==> src/rtl/digit_serial_adder_pkg.sv <==
// Shared definitions for the digit-serial adder: FSM state encoding,
// default geometry and the slice-counter width helper.
package digit_serial_adder_pkg;

   typedef enum logic [1:0] {
      IDLE = 2'b00,
      RUN  = 2'b01,
      DONE = 2'b10
   } state_e;

   localparam int unsigned DEF_WIDTH = 16;
   localparam int unsigned DEF_DIGIT = 4;
   localparam int unsigned DEF_NDIG  = DEF_WIDTH / DEF_DIGIT;

   // A single-slice configuration still needs a 1-bit counter.
   function automatic int unsigned ctr_width(input int unsigned ndig);
      return (ndig > 1) ? $clog2(ndig) : 1;
   endfunction

endpackage

==> src/rtl/digit_serial_adder_rca.sv <==
// DIGIT-wide combinational ripple-carry adder built from the full-adder cell.
module full_adder (
   input  logic a,
   input  logic b,
   input  logic ci,
   output logic s,
   output logic co
);
   assign s  = a ^ b ^ ci;
   assign co = (a & b) | (ci & (a ^ b));
endmodule

module digit_rca #(
   parameter int unsigned DIGIT = 4
) (
   input  logic [DIGIT-1:0] a,
   input  logic [DIGIT-1:0] b,
   input  logic             cin,
   output logic [DIGIT-1:0] s,
   output logic             co
);
   logic [DIGIT:0] c;

   assign c[0] = cin;

   for (genvar i = 0; i < DIGIT; i++) begin : g_fa
      full_adder u_fa (
         .a  (a[i]),
         .b  (b[i]),
         .ci (c[i]),
         .s  (s[i]),
         .co (c[i+1])
      );
   end

   assign co = c[DIGIT];
endmodule

==> src/rtl/digit_serial_adder.sv <==
// Multi-cycle add/subtract: one DIGIT-bit slice per clock through a small
// ripple adder, carry held in a register, valid/ready on both sides.
module digit_serial_adder
   import digit_serial_adder_pkg::*;
#(
   parameter int unsigned WIDTH = DEF_WIDTH,
   parameter int unsigned DIGIT = DEF_DIGIT
) (
   input  logic             clk,
   input  logic             rst_n,
   input  logic             in_valid,
   output logic             in_ready,
   input  logic [WIDTH-1:0] x,
   input  logic [WIDTH-1:0] y,
   input  logic             cin,
   input  logic             sub,
   output logic             out_valid,
   input  logic             out_ready,
   output logic [WIDTH-1:0] sum,
   output logic             cout,
   output logic             ovf
);
   localparam int unsigned NDIG = WIDTH / DIGIT;
   localparam int unsigned KW   = ctr_width(NDIG);
   localparam logic [KW-1:0] LAST = KW'(NDIG - 1);

   if (WIDTH % DIGIT != 0) begin : g_bad_geometry
      $error("digit_serial_adder: WIDTH must be a multiple of DIGIT");
   end

   state_e           state_q, state_d;
   logic [KW-1:0]    k_q, k_d;
   logic [WIDTH-1:0] a_q, a_d, b_q, b_d, sum_q, sum_d;
   logic             carry_q, carry_d, cout_q, cout_d, ovf_q, ovf_d;
   logic [DIGIT-1:0] a_dig, b_dig, dig_s;
   logic             dig_co;

   assign a_dig = a_q[k_q*DIGIT +: DIGIT];
   assign b_dig = b_q[k_q*DIGIT +: DIGIT];

   digit_rca #(.DIGIT(DIGIT)) u_rca (
      .a   (a_dig),
      .b   (b_dig),
      .cin (carry_q),
      .s   (dig_s),
      .co  (dig_co)
   );

   always_ff @(posedge clk) begin
      if (!rst_n) begin
         state_q <= IDLE;
         k_q     <= '0;
         a_q     <= '0;
         b_q     <= '0;
         carry_q <= 1'b0;
         sum_q   <= '0;
         cout_q  <= 1'b0;
         ovf_q   <= 1'b0;
      end else begin
         state_q <= state_d;
         k_q     <= k_d;
         a_q     <= a_d;
         b_q     <= b_d;
         carry_q <= carry_d;
         sum_q   <= sum_d;
         cout_q  <= cout_d;
         ovf_q   <= ovf_d;
      end
   end

   always_comb begin
      state_d = state_q;
      k_d     = k_q;
      a_d     = a_q;
      b_d     = b_q;
      carry_d = carry_q;
      sum_d   = sum_q;
      cout_d  = cout_q;
      ovf_d   = ovf_q;
      unique case (state_q)
         IDLE: begin
            if (in_valid) begin
               // Subtraction runs as A + ~B + ~cin.
               a_d     = x;
               b_d     = sub ? ~y : y;
               carry_d = cin ^ sub;
               k_d     = '0;
               state_d = RUN;
            end
         end
         RUN: begin
            sum_d[k_q*DIGIT +: DIGIT] = dig_s;
            carry_d                   = dig_co;
            if (k_q == LAST) begin
               // The final slice holds the MSB of the result.
               cout_d  = dig_co;
               ovf_d   = (a_q[WIDTH-1] == b_q[WIDTH-1]) && (dig_s[DIGIT-1] != a_q[WIDTH-1]);
               k_d     = '0;
               state_d = DONE;
            end else begin
               k_d = k_q + 1'b1;
            end
         end
         DONE: begin
            if (out_ready) state_d = IDLE;
         end
         default: state_d = IDLE;
      endcase
   end

   assign in_ready  = (state_q == IDLE);
   assign out_valid = (state_q == DONE);
   assign sum       = sum_q;
   assign cout      = cout_q;
   assign ovf       = ovf_q;

endmodule

==> config.mk <==
export PLATFORM = sky130hd
export DESIGN_NAME = digit_serial_adder
export DESIGN_NICKNAME = d
export VERILOG_FILES = /design/src/rtl/digit_serial_adder_pkg.sv /design/src/rtl/digit_serial_adder_rca.sv /design/src/rtl/digit_serial_adder.sv
export SDC_FILE = /design/constraint.sdc
export NUM_CORES = 1
export LEC_CHECK = 0
export CAP_MARGIN = 0
export CORE_AREA = 4 4 93 95
export CTS_CLUSTER_DIAMETER = 100
export DETAILED_ROUTE_END_ITERATION = 6
export DIE_AREA = 0 0 97 99
export PLACE_DENSITY = 0.61
export REMOVE_ABC_BUFFERS = 1
export SYNTH_ARGS = -nofsm -noshare
export SYNTH_HDL_FRONTEND = slang
export SYNTH_SLANG_ARGS = --single-unit
==> constraint.sdc <==
create_clock -name clk -period 3.7 [get_ports clk]
set_clock_uncertainty 0.2 [all_clocks]
set_input_delay 0.925 -clock clk [delete_from_list [all_inputs] [get_ports clk]]
set_output_delay 0.925 -clock clk [all_outputs]
set_load 0.05 [all_outputs]
==> results of run 1 <==
[final timing paths]
kind	from	to	cells past startpoint
setup / recovery	k_q[0]	ovf	9
hold / removal	sum[6]	sum[6]	2
setup reg to reg	k_q[0]	ovf	9
hold reg to reg	sum[6]	sum[6]	2
[worst min-delay path, cell delays in order, from the launching register on]
cell and delay (ns):
sky130_fd_sc_hd__dfxtp_1 0.32, sky130_fd_sc_hd__nand2_1 0.05, sky130_fd_sc_hd__a21oi_1 0.05
[power groups by stage]
stage          logic (mW)  clock network, mW  registers, mW
2_1_floorplan       0.137                  0          0.666
3_3_place_gp        0.243                  0          0.662
3_5_place_dp        0.245                  0          0.661
4_1_cts             0.246              0.416          0.648
5_1_grt             0.268              0.440          0.652
6_report            0.242              0.406          0.647
[area by class of cell]
cell class                 count  area [µm²]
clock inverter                 3        47.5
sequential                    55        1100
fill                         760        4360
clock buffer                   5        68.8
inverter                       9        33.8
timing repair buffer          64         623
tap                          102         128
multi-input combinational    196        1370
[cells in the final DEF, fill, tap and decap left out, types with 2 or more instances in the layout]
master,Yosys,final
sky130_fd_sc_hd__a22oi_1,2,2
sky130_fd_sc_hd__nand2b_1,2,2
sky130_fd_sc_hd__fa_1,4,4
sky130_fd_sc_hd__buf_4,2,7
sky130_fd_sc_hd__nand4b_1,4,4
sky130_fd_sc_hd__nor2_1,27,27
sky130_fd_sc_hd__nor2b_1,2,2
sky130_fd_sc_hd__a32o_1,4,4
sky130_fd_sc_hd__nor3_1,2,2
sky130_fd_sc_hd__clkbuf_8,0,5
sky130_fd_sc_hd__inv_1,8,8
sky130_fd_sc_hd__and2_1,4,4
sky130_fd_sc_hd__nand3b_1,5,5
sky130_fd_sc_hd__a32oi_1,2,2
sky130_fd_sc_hd__a211oi_1,17,17
sky130_fd_sc_hd__nand4_1,4,4
sky130_fd_sc_hd__dfxtp_1,55,55
sky130_fd_sc_hd__xnor2_1,16,16
sky130_fd_sc_hd__mux4_2,8,8
sky130_fd_sc_hd__ha_1,6,6
sky130_fd_sc_hd__clkdlybuf4s50_1,0,57
sky130_fd_sc_hd__nand3_1,2,2
sky130_fd_sc_hd__a21oi_1,30,30
sky130_fd_sc_hd__nand2_1,44,44
[cell families (layout without fill, tap and decap cells)]
family	Yosys count	in the layout
xor gates and xnor gates	17	17
muxes	8	8
AOI/OAI and AO/OA	58	58
adders and majority gates	10	10
buffers and inverters	28	81
DFF	55	55
and+or+nand+nor	103	103
[layer usage]
| layer | track usage [%] | vias up | part of all wire, % |
|---|---|---|---|
| met2 | 17.9 | 39 | 46 |
| met5 | 0 | - | 0 |
| met3 | 2.97 | 4 | 4.6 |
| li1 | - | 1074 | - |
| met4 | 3.89 | 0 | 1.2 |
| met1 | 16.2 | 929 | 48 |
[registers in the layout, indices dropped and copies added, names as in the netlist]
name / cells
state_q: 2
cout: 1
ovf: 1
sum: 16
a_q: 16
carry_q: 1
k_q: 2
b_q: 16
[metrics by stage]
step                      power, mW  hold WS [ns]  worst slack [ns]  util, %  cell area (µm²)
final                          1.30         0.255             0.497     43.6             3370
after CTS                      1.31         0.258             0.459     43.6             3370
after floorplan               0.804         0.233             0.479        -             2500
after detailed placement      0.906         0.244             0.468     42.1             3260
after global placement        0.905         0.243             0.608     42.1             3260
after global routing           1.36         0.284             0.276     43.6             3370
==> metrics.txt, run 1 <==
# TYPE chip_impl_metric gauge
chip_impl_info{name="rsz0062_at_grt",value="no"} 1
chip_impl_metric{name="fp.dieW",unit="µm"} 97
chip_impl_metric{name="synth_edf_count",unit=""} 0
chip_impl_metric{name="post_drt_wl_per_cell",unit="µm"} 12.9
chip_impl_metric{name="max-cap-violations",unit=""} 0
chip_impl_metric{name="ctsHoldBuffers",unit=""} 0
chip_impl_metric{name="mappedNetlistArea",unit="µm²"} 2600
chip_impl_info{name="worst_setup_path_start_kind",value="flop"} 1
chip_impl_metric{name="total_net_switching_power",unit="mW"} 0.347
chip_impl_info{name="crit_type",value="reg2reg"} 1
chip_impl_metric{name="route.vias.total",unit=""} 2046
chip_impl_info{name="cts-root-buf",value="sky130_fd_sc_hd__clkbuf_8"} 1
chip_impl_info{name="tritoncts",value="built"} 1
chip_impl_info{name="main_combinational_cell_family_by_area_after_synthesis",value="simple AND/OR/NAND/NOR gates"} 1
chip_impl_metric{name="flop_and_latch_count_out_of_synthesis",unit=""} 55
chip_impl_metric{name="htree_levels",unit=""} 2
chip_impl_metric{name="timing.critical_path.buf_inv",unit=""} 2
chip_impl_metric{name="final_nets",unit=""} 379
chip_impl_info{name="timing.critical_path.slowest_stage_cell",value="sky130_fd_sc_hd__fa_1"} 1
chip_impl_metric{name="drcViolationCount",unit=""} 0
chip_impl_metric{name="fin_setup_tns",unit="ns"} 0
chip_impl_metric{name="synth.mux.area_fraction",unit="%"} 6.93
chip_impl_info{name="crit_path_top_cell_by_count",value="sky130_fd_sc_hd__fa_1"} 1
chip_impl_metric{name="gp_congestion",unit=""} 0.804
chip_impl_metric{name="synth_top_area_share",unit="%"} 42.3
chip_impl_metric{name="power.internal",unit="mW"} 0.949
chip_impl_metric{name="gr-total-overflow",unit=""} 0
chip_impl_metric{name="leakage_power",unit="nW"} 1.17
chip_impl_metric{name="share_clk_of_total_power",unit="%"} 31.3
chip_impl_metric{name="fin_cells",unit=""} 434
chip_impl_metric{name="min_period",unit="ns"} 3.20
chip_impl_metric{name="finalHoldViolCount",unit=""} 0
chip_impl_metric{name="clk_pin_slew_worst_paths",unit="ns"} 0.10
chip_impl_metric{name="synthSimpleGateAreaFrac",unit="%"} 19.5
chip_impl_metric{name="drt-vias-per-instance",unit=""} 4.71
chip_impl_info{name="outcome",value="finished, final reports clean"} 1
chip_impl_metric{name="switching_share",unit="%"} 26.8
chip_impl_metric{name="synth-adder-area-share",unit="%"} 5.97
chip_impl_metric{name="post_cts_resize_count",unit=""} 0
chip_impl_metric{name="io-pin-count",unit=""} 58
chip_impl_metric{name="via_count_of_the_first_global_routing_pass",unit=""} 1928
chip_impl_metric{name="final_min_period_over_clock_period",unit="%"} 86.6
chip_impl_metric{name="detail_route.first_pass.iterations",unit=""} 4
chip_impl_metric{name="max_freq",unit="MHz"} 312
chip_impl_metric{name="die-area",unit="µm²"} 9600
chip_impl_metric{name="gr_usage_total",unit="%"} 11.7
chip_impl_metric{name="antenna_left",unit=""} 0
chip_impl_info{name="netlist_top_cells_count",value="sky130_fd_sc_hd__dfxtp_1, sky130_fd_sc_hd__nand2_1, sky130_fd_sc_hd__a21oi_1, sky130_fd_sc_hd__nor2_1, sky130_fd_sc_hd__a211oi_1"} 1
chip_impl_info{name="yosysTopAreaCell",value="sky130_fd_sc_hd__dfxtp_1"} 1
chip_impl_metric{name="slew_viol_final",unit=""} 0
chip_impl_metric{name="clock-sinks",unit=""} 55
chip_impl_metric{name="power.sequential.fraction",unit="%"} 50.0
chip_impl_metric{name="detailed_place_hpwl",unit="mm"} 4.24
chip_impl_metric{name="cts-root-to-sink-buffers",unit=""} 2
chip_impl_info{name="synth_flop_cell",value="sky130_fd_sc_hd__dfxtp_1"} 1
chip_impl_metric{name="fraction_of_the_mapped_netlist_area_in_compound_gates",unit="%"} 14.3
chip_impl_metric{name="area.growth.synth_to_final",unit="%"} 29.7
chip_impl_metric{name="async_flop_share",unit="%"} 0
chip_impl_metric{name="std_cell_rows",unit=""} 32
chip_impl_metric{name="ir_worst_vdd",unit="mV"} 0.190
chip_impl_metric{name="portion_of_the_post_synthesis_area_used_by_sequential_elements",unit="%"} 42.3
chip_impl_metric{name="worst_skew_pair_latency",unit="ns"} 0.31
chip_impl_metric{name="initial_core_utilization",unit="%"} 33.6
chip_impl_metric{name="place_inst",unit=""} 426
chip_impl_metric{name="post_cts_buffers",unit=""} 0
chip_impl_metric{name="power_per_cell_area",unit="nW/µm²"} 384
chip_impl_metric{name="worst_reg_to_reg_setup_slack",unit="ns"} 0.50
chip_impl_info{name="worst_hold_path_type",value="reg2reg"} 1
chip_impl_metric{name="netlist_instances",unit=""} 279
chip_impl_metric{name="dr.first_iter.drc_count",unit=""} 68
chip_impl_metric{name="antenna_found_initial",unit=""} 0
chip_impl_metric{name="global_route_wire_length_before_repair",unit="mm"} 9.18
chip_impl_metric{name="synthesis.area_per_instance",unit="µm²"} 9.32
chip_impl_metric{name="worst_path_largest_cell_delay",unit="ns"} 0.64
chip_impl_info{name="post-synth-top-count-cell",value="sky130_fd_sc_hd__dfxtp_1"} 1
chip_impl_info{name="crit_path_cell_trace",value="mux4_2 -> inv_1 -> fa_1 -> fa_1 -> inv_1 -> fa_1 -> fa_1 -> a21oi_1 -> a211oi_1"} 1
chip_impl_metric{name="core-area",unit="µm²"} 7730
chip_impl_metric{name="critPathMaxFanout",unit=""} 6
chip_impl_metric{name="tightest_slew",unit="ns"} 0.617
chip_impl_metric{name="buffer_ports.inserted",unit=""} 57
chip_impl_metric{name="grt_start_max_net_pins",unit=""} 50
chip_impl_metric{name="wl_final",unit="mm"} 5.60
chip_impl_metric{name="critical_path_arrival",unit="ns"} 3.22
chip_impl_metric{name="fp.dieH",unit="µm"} 99
chip_impl_info{name="cp-end-kind",value="flop"} 1
chip_impl_info{name="ranking_of_synthesized_cells_by_area",value="sky130_fd_sc_hd__dfxtp_1, sky130_fd_sc_hd__mux4_2, sky130_fd_sc_hd__nand2_1"} 1
chip_impl_metric{name="cp_data_required_time",unit="ns"} 3.72
chip_impl_metric{name="timing.slew.headroom",unit="%"} 58.8
chip_impl_metric{name="setup_viol",unit=""} 0
chip_impl_metric{name="yosys.area_share.xor_xnor",unit="%"} 5.73
chip_impl_metric{name="layout_cell_share_with_drive_strength_beyond_1",unit="%"} 7.83
chip_impl_metric{name="synthesis.yosys.warnings",unit=""} 0
chip_impl_info{name="crit_family",value="adder cells"} 1
chip_impl_metric{name="comb_power_share",unit="%"} 18.7
chip_impl_metric{name="tritoncts.num_buffers",unit=""} 5
chip_impl_metric{name="ys_types",unit=""} 37
chip_impl_metric{name="diodes",unit=""} 0
Power figures use the tool's default switching activity.
==> run 2, diff against run 1 <==
- RECOVER_POWER: not set -> 100
- REMOVE_ABC_BUFFERS: 1 -> not set
==> metrics.txt, run 2 (same netlist as run 1, synthesis figures left out) <==
# TYPE chip_impl_metric gauge
chip_impl_metric{name="switching_share",unit="%"} 27.5
chip_impl_metric{name="post_cts_resize_count",unit=""} 0
chip_impl_metric{name="final_min_period_over_clock_period",unit="%"} 86.8
chip_impl_info{name="layout_common_cells",value="sky130_fd_sc_hd__dfxtp_1, sky130_fd_sc_hd__nand2_1, sky130_fd_sc_hd__clkdlybuf4s50_1"} 1
chip_impl_metric{name="post_cts_buffers",unit=""} 0
chip_impl_metric{name="critical_path_arrival",unit="ns"} 3.22
chip_impl_metric{name="dr.first_iter.drc_count",unit=""} 131
chip_impl_metric{name="total_net_switching_power",unit="mW"} 0.339
chip_impl_metric{name="leakage_power",unit="nW"} 1.22
chip_impl_metric{name="std_cell_rows",unit=""} 32
chip_impl_metric{name="initial_core_utilization",unit="%"} 33.6
chip_impl_metric{name="htree_levels",unit=""} 2
chip_impl_metric{name="global_route_wire_length_before_repair",unit="mm"} 10.1
chip_impl_metric{name="finalHoldViolCount",unit=""} 0
chip_impl_metric{name="wirelength_met1",unit="mm"} 2.71
chip_impl_metric{name="grt_start_max_net_pins",unit=""} 53
chip_impl_metric{name="cts-root-to-sink-buffers",unit=""} 2
chip_impl_metric{name="fin_setup_tns",unit="ns"} 0
chip_impl_info{name="crit_path_top_cell_by_count",value="sky130_fd_sc_hd__fa_1"} 1
chip_impl_metric{name="cp_data_required_time",unit="ns"} 3.71
chip_impl_metric{name="wl_final",unit="mm"} 5.80
chip_impl_info{name="reg2reg_from",value="k_q[1]"} 1
chip_impl_info{name="outcome",value="finished, final reports clean"} 1
chip_impl_info{name="timing.critical_path.slowest_stage_cell",value="sky130_fd_sc_hd__fa_1"} 1
chip_impl_metric{name="synth.net_count",unit=""} 327
chip_impl_metric{name="buffer_ports.inserted",unit=""} 57
chip_impl_metric{name="worst_skew_pair_latency",unit="ns"} 0.30
chip_impl_info{name="hp-start",value="sum[10]"} 1
chip_impl_metric{name="share_clk_of_total_power",unit="%"} 27.9
chip_impl_metric{name="core-area",unit="µm²"} 7730
chip_impl_metric{name="via_count_of_the_first_global_routing_pass",unit=""} 2095
chip_impl_metric{name="tritoncts.num_buffers",unit=""} 5
chip_impl_info{name="cts-root-buf",value="sky130_fd_sc_hd__clkbuf_8"} 1
chip_impl_metric{name="timing.slew.headroom",unit="%"} 29.0
chip_impl_metric{name="setup_viol",unit=""} 0
chip_impl_metric{name="worst_path_largest_cell_delay",unit="ns"} 0.52
chip_impl_metric{name="total_power",unit="mW"} 1.23
chip_impl_metric{name="timing.critical_path.buf_inv",unit=""} 3
chip_impl_metric{name="detailed_place_hpwl",unit="mm"} 4.30
chip_impl_metric{name="final_nets",unit=""} 379
chip_impl_metric{name="gr-total-overflow",unit=""} 0
chip_impl_metric{name="area.growth.synth_to_final",unit="%"} 28.6
chip_impl_metric{name="post_drt_wl_per_cell",unit="µm"} 13.4
chip_impl_metric{name="fp.dieH",unit="µm"} 99
chip_impl_info{name="cp-end-kind",value="flop"} 1
chip_impl_metric{name="ctsHoldBuffers",unit=""} 0
chip_impl_metric{name="critPathMaxFanout",unit=""} 7
chip_impl_metric{name="min_period",unit="ns"} 3.21
chip_impl_metric{name="power_per_cell_area",unit="nW/µm²"} 369
chip_impl_metric{name="diodes",unit=""} 0
chip_impl_info{name="crit_type",value="reg2reg"} 1
chip_impl_metric{name="io-pin-count",unit=""} 58
chip_impl_metric{name="clk_pin_slew_worst_paths",unit="ns"} 0.10
chip_impl_metric{name="gr_usage_total",unit="%"} 12.9
chip_impl_metric{name="fp.dieW",unit="µm"} 97
chip_impl_info{name="rsz0062_at_grt",value="no"} 1
chip_impl_info{name="maxUsedRoutingLayer",value="met4"} 1
chip_impl_metric{name="slew_viol_final",unit=""} 0
chip_impl_metric{name="timing.final.ws_setup",unit="ns"} 0.487
chip_impl_metric{name="drt-vias-per-instance",unit=""} 4.85
chip_impl_metric{name="antenna_left",unit=""} 0
chip_impl_metric{name="gp_congestion",unit=""} 0.799
chip_impl_info{name="worst_hold_path_type",value="reg2reg"} 1
chip_impl_metric{name="power.internal",unit="mW"} 0.895
chip_impl_metric{name="max-cap-violations",unit=""} 0
chip_impl_metric{name="die-area",unit="µm²"} 9600
chip_impl_metric{name="clock-sinks",unit=""} 55
chip_impl_metric{name="route.vias.total",unit=""} 2103
chip_impl_info{name="mostFrequentLayoutCell",value="sky130_fd_sc_hd__dfxtp_1"} 1
chip_impl_metric{name="max_freq",unit="MHz"} 311
chip_impl_metric{name="post-route-cell-area",unit="µm²"} 3340
chip_impl_metric{name="tightest_slew",unit="ns"} 1.07
chip_impl_metric{name="routed_length_on_met2",unit="mm"} 2.65
chip_impl_metric{name="final.fill_count",unit=""} 784
chip_impl_info{name="tritoncts",value="built"} 1
chip_impl_info{name="crit_path_cell_trace",value="clkbuf_1 -> mux4_2 -> inv_1 -> fa_1 -> fa_1 -> inv_1 -> fa_1 -> fa_1 -> nand3b_1 -> a211oi_1"} 1
chip_impl_metric{name="drcViolationCount",unit=""} 0
chip_impl_metric{name="ir_worst_vdd",unit="mV"} 0.139
chip_impl_metric{name="layout_cell_share_with_drive_strength_beyond_1",unit="%"} 7.23
chip_impl_metric{name="dp_slack",unit="ns"} 0.578
chip_impl_info{name="worst_setup_path_start_kind",value="flop"} 1
chip_impl_metric{name="detail_route.first_pass.iterations",unit=""} 4
chip_impl_metric{name="met3_routed_length",unit="µm"} 385
chip_impl_info{name="crit_family",value="adder cells"} 1
chip_impl_metric{name="power.sequential.fraction",unit="%"} 52.5
chip_impl_metric{name="antenna_found_initial",unit=""} 0
chip_impl_info{name="crit_start",value="k_q[1]"} 1
chip_impl_metric{name="dp_area",unit="µm²"} 3260
chip_impl_metric{name="whs",unit="ns"} 0.256
chip_impl_metric{name="comb_power_share",unit="%"} 19.6
## run 2: cell types whose count changed in the layout (fill, tap and decap cells not counted), sizes merged
| cell | previous run | this run |
|---|---|---|
| clkdlybuf4s50 | 57 | 35 |
| dlygate4sd3 | 0 | 22 |
| clkbuf | 5 | 9 |
| buf | 7 | 5 |
| bufinv | 1 | 0 |
| inv | 9 | 8 |
## run 2: per-layer routing
layer | up-vias | track usage [%]
li1 | 1072 | -
met1 | 964 | 17.3
met2 | 63 | 20.2
met3 | 4 | 3.47
met4 | 0 | 4.32
met5 | - | 0
## run 2: through the flow
stage	util, %	std cells
3_5_place_dp	42.1	426
3_3_place_gp	42.1	426
6_report	43.3	434
2_1_floorplan	-	279
5_1_grt	43.3	434
4_1_cts	43.4	434
## run 2: final timing paths
kind | end | slack, ns | depth (start not counted)
hold reg to reg | sum[10] | 0.26 | 2
setup reg to reg | ovf | 0.49 | 10
hold / removal | sum[10] | 0.26 | 2
setup / recovery | ovf | 0.49 | 10
## run 2: power by group through the flow
stage	sequential [mW]	combinational [mW]	clock, mW
after floorplan	0.660	0.156	0
after global placement	0.663	0.244	0
after detailed placement	0.663	0.246	0
after CTS	0.649	0.247	0.355
after global routing	0.654	0.269	0.380
final	0.648	0.242	0.345
## run 2: worst min-delay path, cell delays in order (launching register included)
cell and delay [ns]:
sky130_fd_sc_hd__dfxtp_1 0.32, sky130_fd_sc_hd__nand2_1 0.05, sky130_fd_sc_hd__a21oi_1 0.05
## run 2: cell type report
class,instances,area [µm²],area share (%)
Timing Repair Buffer,64,617,18.4
Tap cell,102,128,3.82
Clock inverter,1,8.76,0.262
Clock buffer,7,86.3,2.58
Sequential cell,55,1100,32.9
Multi-Input combinational cell,196,1370,41.0
Inverter,9,33.8,1.01
